==> src/rtl/bp_scoreboard.sv <==
// rtl/bp_scoreboard.sv - forwarding/hazard controller with a shift-register scoreboard of in-flight writes
module bp_scoreboard #(
    parameter int AW    = 5,
    parameter int NRP   = 2,
    parameter int DEPTH = 3,
    parameter int SW    = $clog2(DEPTH+1),
    parameter int CW    = 16
) (
    input  logic              clk,
    input  logic              rst_n,
    input  logic              id_valid,
    input  logic [AW-1:0]     id_rd,
    input  logic              id_we,
    input  logic              id_load,
    input  logic              id_label,
    input  logic              flush,
    input  logic [NRP-1:0]    rs_en,
    input  logic [NRP*AW-1:0] rs_addr,
    input  logic [NRP-1:0]    rf_label,
    output logic [NRP*SW-1:0] bp_sel,
    output logic [NRP-1:0]    bp_label,
    output logic              stall,
    output logic [CW-1:0]     stall_cnt
);

    // Index k-1 holds pipeline stage k (index 0 = EX).
    logic [DEPTH-1:0]         sb_v;
    logic [DEPTH-1:0]         sb_load;
    logic [DEPTH-1:0]         sb_label;
    logic [DEPTH-1:0][AW-1:0] sb_rd;

    logic ins_v;
    assign ins_v = id_valid & id_we & (id_rd != '0);

    // Scan oldest to youngest so the youngest match is the one left standing.
    always_comb begin
        bp_sel   = '0;
        bp_label = rf_label;
        stall    = 1'b0;
        for (int p = 0; p < NRP; p++) begin
            if (rs_en[p] && (rs_addr[p*AW +: AW] != '0)) begin
                for (int k = DEPTH-1; k >= 0; k--) begin
                    if (sb_v[k] && (sb_rd[k] == rs_addr[p*AW +: AW])) begin
                        bp_sel[p*SW +: SW] = SW'(k+1);
                        bp_label[p]        = sb_label[k];
                    end
                end
                if (sb_v[0] && sb_load[0] && (sb_rd[0] == rs_addr[p*AW +: AW]))
                    stall = 1'b1;
            end
        end
    end

    always_ff @(posedge clk or negedge rst_n) begin
        if (!rst_n) begin
            sb_v      <= '0;
            sb_load   <= '0;
            sb_label  <= '0;
            sb_rd     <= '0;
            stall_cnt <= '0;
        end else begin
            for (int k = DEPTH-1; k >= 1; k--) begin
                sb_v[k]     <= sb_v[k-1];
                sb_load[k]  <= sb_load[k-1];
                sb_label[k] <= sb_label[k-1];
                sb_rd[k]    <= sb_rd[k-1];
            end
            // A flush squashes both the instruction entering EX and the one already in EX.
            sb_v[1]     <= sb_v[0] & ~flush;
            sb_v[0]     <= ins_v & ~stall & ~flush;
            sb_load[0]  <= id_load;
            sb_label[0] <= id_label;
            sb_rd[0]    <= id_rd;
            if (stall && (stall_cnt != '1))
                stall_cnt <= stall_cnt + CW'(1);
        end
    end

endmodule

==> config.mk <==
export PLATFORM = sky130hd
export DESIGN_NAME = bp_scoreboard
export DESIGN_NICKNAME = d
export VERILOG_FILES = /design/src/rtl/bp_scoreboard.sv
export SDC_FILE = /design/constraint.sdc
export NUM_CORES = 1
export LEC_CHECK = 0
export CAP_MARGIN = 15
export CORE_MARGIN = 3
export CORE_UTILIZATION = 44
export CTS_BUF_LIST = sky130_fd_sc_hd__clkbuf_8 sky130_fd_sc_hd__clkbuf_16
export DETAILED_ROUTE_END_ITERATION = 8
export GPL_TIMING_DRIVEN = 1
export HOLD_SLACK_MARGIN = 0.06
export PLACE_DENSITY_LB_ADDON = 0.08
export SYNTH_ARGS = -nofsm -noshare
export SYNTH_HDL_FRONTEND = slang
export SYNTH_SLANG_ARGS = --single-unit
export TNS_END_PERCENT = 10
==> constraint.sdc <==
create_clock -name clk -period 1.7 [get_ports clk]
set_input_delay 0.255 -clock clk [delete_from_list [all_inputs] [get_ports clk]]
set_output_delay 0.255 -clock clk [all_outputs]
set_load 0.02 [all_outputs]
==> results of run 1 <==
-- report_power, final --
part	total [W]	switching (W)	leakage [nW]	internal (W)
registers	0.000974	0.0000345	0.477	0.000940
logic	0.000347	0.000168	0.919	0.000180
clock network	0.000585	0.000310	0.0414	0.000275
total	0.00191	0.000512	1.44	0.00139
-- worst paths after layout --
check                                 startpoint                        to  slack (ns)  depth (start not counted)
max                           sb_rd[8]$_DFF_PN0_               bp_label[0]       -0.61                          7
min                                     id_label     sb_label[0]$_DFF_PN0_        0.40                          1
max reg2reg                   sb_rd[4]$_DFF_PN0_  stall_cnt[1]$_DFFE_PN0P_       -0.45                          9
min reg2reg                sb_label[1]$_DFF_PN0_     sb_label[2]$_DFF_PN0_        0.43                          0
max in group asynchronous                  rst_n  stall_cnt[0]$_DFFE_PN0P_        0.80                          3
min in group asynchronous                  rst_n         sb_v[2]$_DFF_PN0_        0.54                          3
-- metal layers --
layer	part of all wire, %	track usage, %	vias up	wire, um
met1	44	31.4	900	2430
met5	0	0	-	0
met4	1.5	6.76	0	81
met3	5.0	3.86	6	275
met2	49	38.9	54	2690
li1	-	-	857	-
-- cell type report --
| class | instances | area (sq um) |
|---|---|---|
| multi-input combinational | 135 | 1180 |
| fill | 277 | 990 |
| sequential | 38 | 952 |
| timing repair buffer | 95 | 832 |
| clock buffer | 5 | 68.8 |
| tap | 50 | 62.6 |
| inverter | 12 | 45.0 |
| clock inverter | 2 | 11.3 |
-- registers in the layout (all words and copies together) (netlist names) --
| signal | count |
|---|---|
| sb_rd | 15 |
| stall_cnt | 16 |
| sb_v | 3 |
| sb_label | 3 |
| sb_load | 1 |
-- cell usage in the layout (no fill, tap or decap), types with 2 or more instances in the layout --
cell type / count
o21ai_4: 2
o221ai_1: 2
nor4b_4: 2
a21oi_2: 3
nand3_1: 13
xnor2_1: 9
or4_4: 2
clkbuf_8: 5
o2111ai_1: 2
dlygate4sd2_1: 10
buf_2: 2
xor2_1: 27
dfrtp_1: 37
and3_4: 2
buf_6: 5
clkdlybuf4s50_1: 29
nand2_1: 11
nor3_2: 11
nand2b_1: 4
nor2_2: 2
o32ai_4: 2
nor3b_2: 2
and3_1: 3
buf_4: 46
nor4_2: 5
inv_1: 12
nand2_2: 2
nand4_1: 5
nor2_1: 6
-- what timing repair did --
action                                 in CTS  in global routing
hold buffers                                1                  0
gates resized for setup                    79                  3
endpoints found under the hold margin      38                  0
setup endpoints to repair                  24                 25
pin swaps                                  11                  4
buffers inserted                            5                  0
-- through the flow --
step                worst slack (ns)  std cells  power (W)  utilization (%)
detailed placement             -1.24        324    0.00131             69.3
global placement               -1.19        324    0.00130             69.3
CTS                           -0.614        337    0.00191             75.6
floorplan                     -0.162        187    0.00112                -
global route                  -0.733        337    0.00199             76.1
finish                        -0.607        337    0.00191             76.1
-- cell families after synthesis --
kind of cell / Yosys count / synth area share (%)
simple gates: 78 / 22.1
mux: 1 / 0.767
xor+xnor: 37 / 16.6
compound gates: 18 / 8.25
flops: 38 / 48.6
fa+ha+maj: 1 / 0.639
buf+inv: 14 / 3.07
==> flow_summary.json, run 1 <==
{
  "antenna_left": 0,
  "ios": 49,
  "routedWlPerCell_um": 16.3,
  "n_antenna_cell": 0,
  "violations": "negative setup slack",
  "rsz0062_at_grt": "true",
  "ys_top_cells_by_count": "dfrtp_1, xor2_1, nand2_1, nand3_1, nor3_1",
  "max_stage_delay_ns": 0.43,
  "finalSetupTns_ns": -9.14,
  "cap_violations": 0,
  "place_congestion": 0.941,
  "leakage_nw": 1.44,
  "die_area_sq_mm": 0.00528,
  "die_h_um": 72.7,
  "htree_levels": 2,
  "cts_tree": "yes",
  "hold_viol": 0,
  "drv_slew": 0,
  "drive_gt1_share_pct": 36.9,
  "cts_buffers": 5,
  "clk_latency_ns": 0.29,
  "required_ns": 1.44,
  "grt_max_degree": 39,
  "synth_area_sq_mm": 0.00196,
  "ys_seq_area_share_pct": 48.6,
  "synth_fp_nets": 214,
  "synth_warnings": 0,
  "finalInstanceArea_sq_mm": 0.00315,
  "skew_ns": 0.00712,
  "power.density_mw_per_mm2": 604,
  "postSynth.asyncResetShare_pct": 100,
  "status": "finished, violations left",
  "detailed_place_hpwl_um": 4010,
  "die_x_um": 72.7,
  "synthFlopType": "dfrtp_1",
  "hold_ws_ns": 0.403,
  "num_vias": 1817,
  "setup_violations": 24,
  "clock-sinks": 38,
  "overflow": 0,
  "wl_um": 5480,
  "start_util_pct": 47.2,
  "crit_path_end_kind": "output pin",
  "drt-initial-drc-count": 80,
  "grt_first_pass_wirelength_um": 9600,
  "vias_per_cell": 5.39,
  "clock-root-buffer": "clkbuf_8",
  "firstDrtPassIters": 4,
  "vdd.ir_drop.worst_v": 0.000423,
  "yosys.area.top_type_share_pct": 48.6,
  "cp_max_fo": 3,
  "clock_path_buffers": 2,
  "min-delay-path-class": "in2reg",
  "nNetsFinal": 314,
  "critPathSlowestCell": "dfrtp_1",
  "clock.fmax_ghz": 0.434,
  "synth-edff-count": 0,
  "timing.max_slew.rel_slack_pct": 67.8,
  "synth_area_leaders": "dfrtp_1, xor2_1, xnor2_1",
  "crit_buf_inv": 1,
  "worstMarginPinSlew_ns": 0.482,
  "synth.most_common_cell": "dfrtp_1",
  "cp-start-kind": "flop",
  "finalCritPeriodShare_pct": 136,
  "avgSynthCellArea_sq_um": 10.5,
  "ys_ff_latch": 38,
  "grt.total_usage_pct": 23.4,
  "yosys.area.top_type": "dfrtp_1",
  "postSynthCellCount": 187,
  "cp.arrival_ns": 2.05,
  "antenna_found_initial": 0,
  "cts.clk_slew.worst_paths_ns": 0.08,
  "grt_pass1_vias": 2025,
  "core_sq_mm": 0.00414,
  "synth_cell_types": 37,
  "setup_ws_ns": -0.607,
  "path_class": "reg2out",
  "port_buffers": 48,
  "worstPathCellList": "xor2_1, nor4_2, and3_1, nand2_1, and3_4, o32ai_4, buf_6",
  "rows": 23,
  "placed_area_sq_mm": 0.00287,
  "drcViolationCount": 0,
  "fin_crit_ns": 2.31,
  "syn2layout_area_growth_pct": 61.2,
  "cp_top_family": "simple AND/OR/NAND/NOR gates"
}
Power figures use the tool's default switching activity.
==> run 2: changes to the inputs <==
==> constraint.sdc (replaced) <==
create_clock -name clk -period 1.7 [get_ports clk]
set_input_delay 0.34 -clock clk [delete_from_list [all_inputs] [get_ports clk]]
set_output_delay 0.34 -clock clk [all_outputs]
set_load 0.02 [all_outputs]
==> flow_summary.json, run 2 (same netlist as run 1, synthesis figures left out) <==
{
  "antenna_found_initial": 0,
  "overflow": 0,
  "final_cell_mix": "buf_4, dfrtp_1, xor2_1",
  "drcViolationCount": 0,
  "ios": 49,
  "core_sq_mm": 0.00414,
  "leakage_nw": 1.52,
  "firstDrtPassIters": 4,
  "htree_levels": 2,
  "fin_cells": 337,
  "path_class": "reg2out",
  "vdd.ir_drop.worst_v": 0.000521,
  "drive_gt1_share_pct": 38.0,
  "rsz0062_at_grt": "true",
  "power.total_w": 0.00189,
  "p_int_w": 0.00139,
  "reg_top3": "stall_cnt x16, sb_rd x15",
  "grt_first_pass_wirelength_um": 9160,
  "cts.clk_slew.worst_paths_ns": 0.07,
  "die_x_um": 72.7,
  "setup_ws_ns": -0.661,
  "violations": "negative setup slack",
  "seq_power_share_pct": 51.5,
  "clock.fmax_ghz": 0.424,
  "n_antenna_cell": 0,
  "cts_buffers": 5,
  "cts_tree": "yes",
  "fin_crit_ns": 2.36,
  "setup_violations": 24,
  "drt-initial-drc-count": 91,
  "syn2layout_area_growth_pct": 60.4,
  "clk_latency_ns": 0.29,
  "crit_buf_inv": 1,
  "crit_path_end_kind": "output pin",
  "largest_register_ffs": 16,
  "max_stage_delay_ns": 0.43,
  "die_area_sq_mm": 0.00528,
  "cp-start-kind": "flop",
  "timing.max_slew.rel_slack_pct": 61.8,
  "finalCritPeriodShare_pct": 139,
  "vias_per_cell": 5.37,
  "antenna_left": 0,
  "critPathSlowestCell": "dfrtp_1",
  "start_util_pct": 47.2,
  "grt.total_usage_pct": 22.4,
  "num_vias": 1811,
  "power.share.clock_pct": 30.6,
  "switching_power_w": 0.000502,
  "wl_um": 5470,
  "power.density_mw_per_mm2": 602,
  "skew_ns": 0.00547,
  "detailed_place_hpwl_um": 4040,
  "swShare_pct": 26.6,
  "port_buffers": 48,
  "combPwrFrac_pct": 18.0,
  "status": "finished, violations left",
  "hold_viol": 0,
  "clock_path_buffers": 2,
  "grt_pass1_vias": 1934,
  "die_h_um": 72.7,
  "clock-root-buffer": "clkbuf_8",
  "routedWlPerCell_um": 16.2,
  "cap_violations": 0,
  "min-delay-path-class": "in2async",
  "worstMarginPinSlew_ns": 0.572,
  "cp_top_family": "simple AND/OR/NAND/NOR gates",
  "nNetsFinal": 314,
  "rows": 23,
  "cp_max_fo": 3,
  "drv_slew": 0,
  "clock-sinks": 38,
  "place_congestion": 0.941,
  "cp.arrival_ns": 2.02,
  "place_inst": 326,
  "worstPathCellList": "xor2_1, nor4_2, and3_1, nand2_1, and3_4, o32ai_4, buf_6",
  "largest-register": "stall_cnt",
  "grt_max_degree": 39,
  "required_ns": 1.36,
  "mostFrequentLayoutCell": "buf_4"
}
-- run 2: changes by cell type in the layout (fill, tap and decap cells not counted), sizes merged --
cell           before  now
buf                54   55
clkdlybuf4s50      29   18
dlygate4sd3         1    0
clkdlybuf4s15       0    3
dlymetal6s2s        1    3
dlygate4sd2        10   16
-- run 2: through the flow --
step / utilization [%] / area (sq um) / hold WS (ns) / setup slack, ns / TNS, ns
after floorplan: - / 2030 / 0.0444 / -0.253 / -4.51
after global placement: 69.4 / 2880 / 0.403 / -1.34 / -21.81
after detailed placement: 69.4 / 2880 / 0.413 / -1.39 / -22.75
after CTS: 75.4 / 3130 / 0.111 / -0.670 / -8.76
after global routing: 75.7 / 3140 / 0.122 / -0.804 / -12.48
final: 75.7 / 3140 / 0.0888 / -0.661 / -9.16
-- run 2: routing by layer --
metal	vias to the layer above	track usage, %	part of all wire, %
li1	857	-	-
met4	0	5.94	0.93
met1	887	28.9	43
met2	60	38.3	51
met3	7	4.41	5.4
met5	-	0	0
-- run 2: timing repair --
action	4_1_cts	5_1_grt
setup buffers	4	0
setup endpoints to repair	33	27
hold endpoints to repair	0	0
pin swaps	12	2
hold buffers	0	0
resized for setup	93	6
-- run 2: worst reg2reg max path: cells and delay by family, from the launching register on --
kind / cells / cell delay (ns)
compound gates: 2 / 0.26
xor+xnor: 1 / 0.16
buf+inv: 3 / 0.41
flops: 1 / 0.39
mux: 1 / 0.31
simple gates: 2 / 0.49
-- run 2: path summary, 6_finish.rpt --
path                                    startpoint  depth (start not counted)  slack (ns)                       end
worst max-delay path            sb_rd[6]$_DFF_PN0_                          7       -0.66               bp_label[0]
max in group asynchronous                    rst_n                          2        1.27  stall_cnt[0]$_DFFE_PN0P_
min in group clk                sb_rd[0]$_DFF_PN0_                          0        0.43        sb_rd[5]$_DFF_PN0_
worst min-delay path                         rst_n                          2        0.09       sb_rd[14]$_DFF_PN0_
worst min register to register  sb_rd[0]$_DFF_PN0_                          0        0.43        sb_rd[5]$_DFF_PN0_
worst max register to register  sb_rd[4]$_DFF_PN0_                          9       -0.45  stall_cnt[1]$_DFFE_PN0P_
-- run 2: layout make-up --
class / count / area [sq um]
timing repair buffer: 95 / 830
tap: 50 / 62.6
inverter: 12 / 45.0
clock buffer: 5 / 68.8
clock inverter: 2 / 11.3
sequential: 38 / 951
fill: 289 / 1010
multi-input combinational: 135 / 1170
-- run 2: power groups by stage --
stage | clock, W | combinational (W) | sequential [W]
floorplan | 0 | 0.000116 | 0.000999
global placement | 0 | 0.000317 | 0.000987
finish | 0.000577 | 0.000339 | 0.000972
detailed placement | 0 | 0.000326 | 0.000990
global route | 0.000640 | 0.000366 | 0.000977
CTS | 0.000593 | 0.000340 | 0.000972
==> RTL change (config.mk and constraints of run 2) <==
Reset style: synchronous (`rst_n`), changed in one clocked block.
--- a/src/rtl/bp_scoreboard.sv
+++ b/src/rtl/bp_scoreboard.sv
@@ -51,7 +51,7 @@
         end
     end
 
-    always_ff @(posedge clk or negedge rst_n) begin
+    always_ff @(posedge clk) begin
         if (!rst_n) begin
             sb_v      <= '0;
             sb_load   <= '0;
Check against the original RTL: differs if rst_n is asserted again (counterexample within 4 cycles, from zero or initial values and one cycle with rst_n low); with rst_n held inactive, the same outputs for 10 cycles.
==> RTL change against run 2 <==
  * The flow still finishes with violations (setup timing)
  * Cell area is 5.5% higher
  * Sequential cell count stayed put
  * Critical path type unchanged
  * Largest power group unchanged
  * Power up 10%
  * Clock power grew 51%
  * Maximum frequency increased by 4.6%
  * Routed wire length increased by 5.3%
  * Synthesized area is 6.3% higher
  * Setup slack improved by 0.10 ns
==> RTL change: results (changes against run 2) <==
fraction of synthesized area in multiplexers = 0.963% (+0.20 points)
post-synth cell types = 45 (+22%)
worst-case reg-to-reg path depth = 8 (-1)
failing checks = setup timing
Met1 Wirelength = 2.89 mm (+23%)
worst flop-to-flop path startpoint = sb_rd[4]
xor and xnor area share after synthesis = 11.4% (-5.2 points)
final setup margin = -0.557 ns (+0.103 ns)
WL met3 = 246 um (-17%)
reg-to-reg slack, setup = -0.38 ns (+0.07 ns)
multi-input logic area = 1330 um2 (+13%)
Worst slew margin = 71.7% (+9.9 points)
Worst Path Arrival = 1.92 ns (-0.10 ns)
Inst Count DP = 381 (+17%)
Post-Synth Adder-Cell Area = 0.602% (-0.038 points)
Filler cells = 355 (+23%)
clk_skew = 0.00449 ns (-0.000972 ns)
status = finished, violations left
critical path's slowest cell = dfxtp_1
Routed Wire Length = 5.76 mm (+5.3%)
hpwl dp = 4.30 mm (+6.3%)
GRT Resource Usage Total = 22.2% (-0.20 points)
Post-synth ARST share = 0% (-100 points)
Hold Path Stages = 2
layout cells sized above 1 = 37.0% (-0.98 points)
Max stage delay on crit path = 0.34 ns (-0.09 ns)
Clock Tree Buf Depth = 2 (unchanged)
register area share after synthesis = 36.6% (-12 points)
Final Setup Violations = 21 (-13%)
CTS HTree Levels = 2 (unchanged)
vias post-DR = 2121 (+17%)
leakage = 1.48 nW (-2.4%)
wire length on met2 = 2.54 mm (-8.6%)
top post-synthesis cells by area = dfxtp_1, xor2_1, and2_1, o31ai_1, xnor2_1
Syn Nets = 260 (+21%)
vias in the first global route = 1997 (+3.3%)
pin count of the biggest net entering global routing = 19 (-51%)
placed instance area = 3020 um2 (+5.0%)
GP Congestion = 0.873 (-7.2%)
NumNets Final = 372 (+18%)
first-pass GRT wire length = 9.49 mm (+3.6%)
clk root buf = clkbuf_8
cell count after synthesis = 233 (+25%)
RR Endpoint = stall_cnt[6]
DR vias/cell = 5.33 (-0.83%)
Peak VDD IR = 0.654 mV (+26%)
Worst Hold Class = flop to flop
top cells by count, synth = dfxtp_1, and2_1, xor2_1
-- RTL change: changes by cell type after synthesis, sizes merged, moves of 7 or more --
| cell | delta |
|---|---|
| dfxtp | +38 |
| dfrtp | -38 |
| nor3 | -7 |
| o31ai | +11 |
| or4 | +7 |
| and2 | +21 |
| xor2 | -7 |
| a21oi | +8 |
-- RTL change: repair_timing --
item,CTS,global route
setup buffers,8,1
resized for setup,100,21
endpoints found under the setup margin,35,29
pin swaps,32,13
hold buffers,0,0
-- RTL change: area by class of cell --
cell class | count | area share (%)
multi-input combinational | 177 | 40.1
timing repair buffer | 112 | 29.1
sequential | 38 | 23.6
clock buffer | 6 | 2.83
tap | 52 | 1.97
inverter | 11 | 1.25
clock inverter | 2 | 1.17
-- RTL change: kinds of logic after synthesis --
logic type | count (synthesis)
AO/OA/AOI/OAI | 45
XOR/XNOR | 27
adder cells (fa/ha/maj) | 1
buffers and inverters | 18
flip-flops | 38
multiplexers | 2
AND/OR/NAND/NOR | 102
-- RTL change: metal layers --
metal | track usage [%] | vias up
met4 | 5.53 | 0
met1 | 31.3 | 982
met5 | 0 | -
met2 | 34.4 | 52
met3 | 4.94 | 12
li1 | - | 1075
-- RTL change: through the flow --
step	setup WS (ns)	util, %	TNS (ns)	power, mW	hold slack [ns]
detailed placement	-1.24	68.0	-22.42	1.21	0.464
CTS	-0.566	73.4	-7.24	2.09	0.475
floorplan	-0.136	-	-1.22	1.06	0.417
global placement	-1.26	68.0	-22.06	1.20	0.464
global route	-0.674	74.5	-9.35	2.17	0.498
finish	-0.557	74.5	-6.94	2.08	0.478
-- RTL change: worst max path at each step --
stage,start,to,slack [ns],depth (start not counted)
6_report,sb_rd[5],bp_label[0],-0.56,7
2_1_floorplan,stall_cnt[1],stall_cnt[11],-0.14,7
3_3_place_gp,rs_addr[2],bp_label[0],-1.26,8
5_1_grt,sb_rd[8],bp_label[0],-0.67,7
4_1_cts,sb_rd[7],bp_label[0],-0.57,7
3_5_place_dp,rs_addr[8],bp_label[1],-1.24,7
-- RTL change: power by group --
part | leakage [nW] | internal (mW) | switching, mW
sequential | 0.316 | 0.907 | 0.0182
combinational | 1.10 | 0.157 | 0.128
clock | 0.0665 | 0.529 | 0.342
total | 1.48 | 1.59 | 0.488
-- RTL change: worst register-to-register path, stage by stage (launching register included) --
cell and delay (ns):
dfxtp_2 0.34, xor2_1 0.15, nor3_2 0.19, nand3_2 0.11, buf_6 0.14, buf_6 0.11
o22a_4 0.29, or4_1 0.52, a21oi_1 0.15
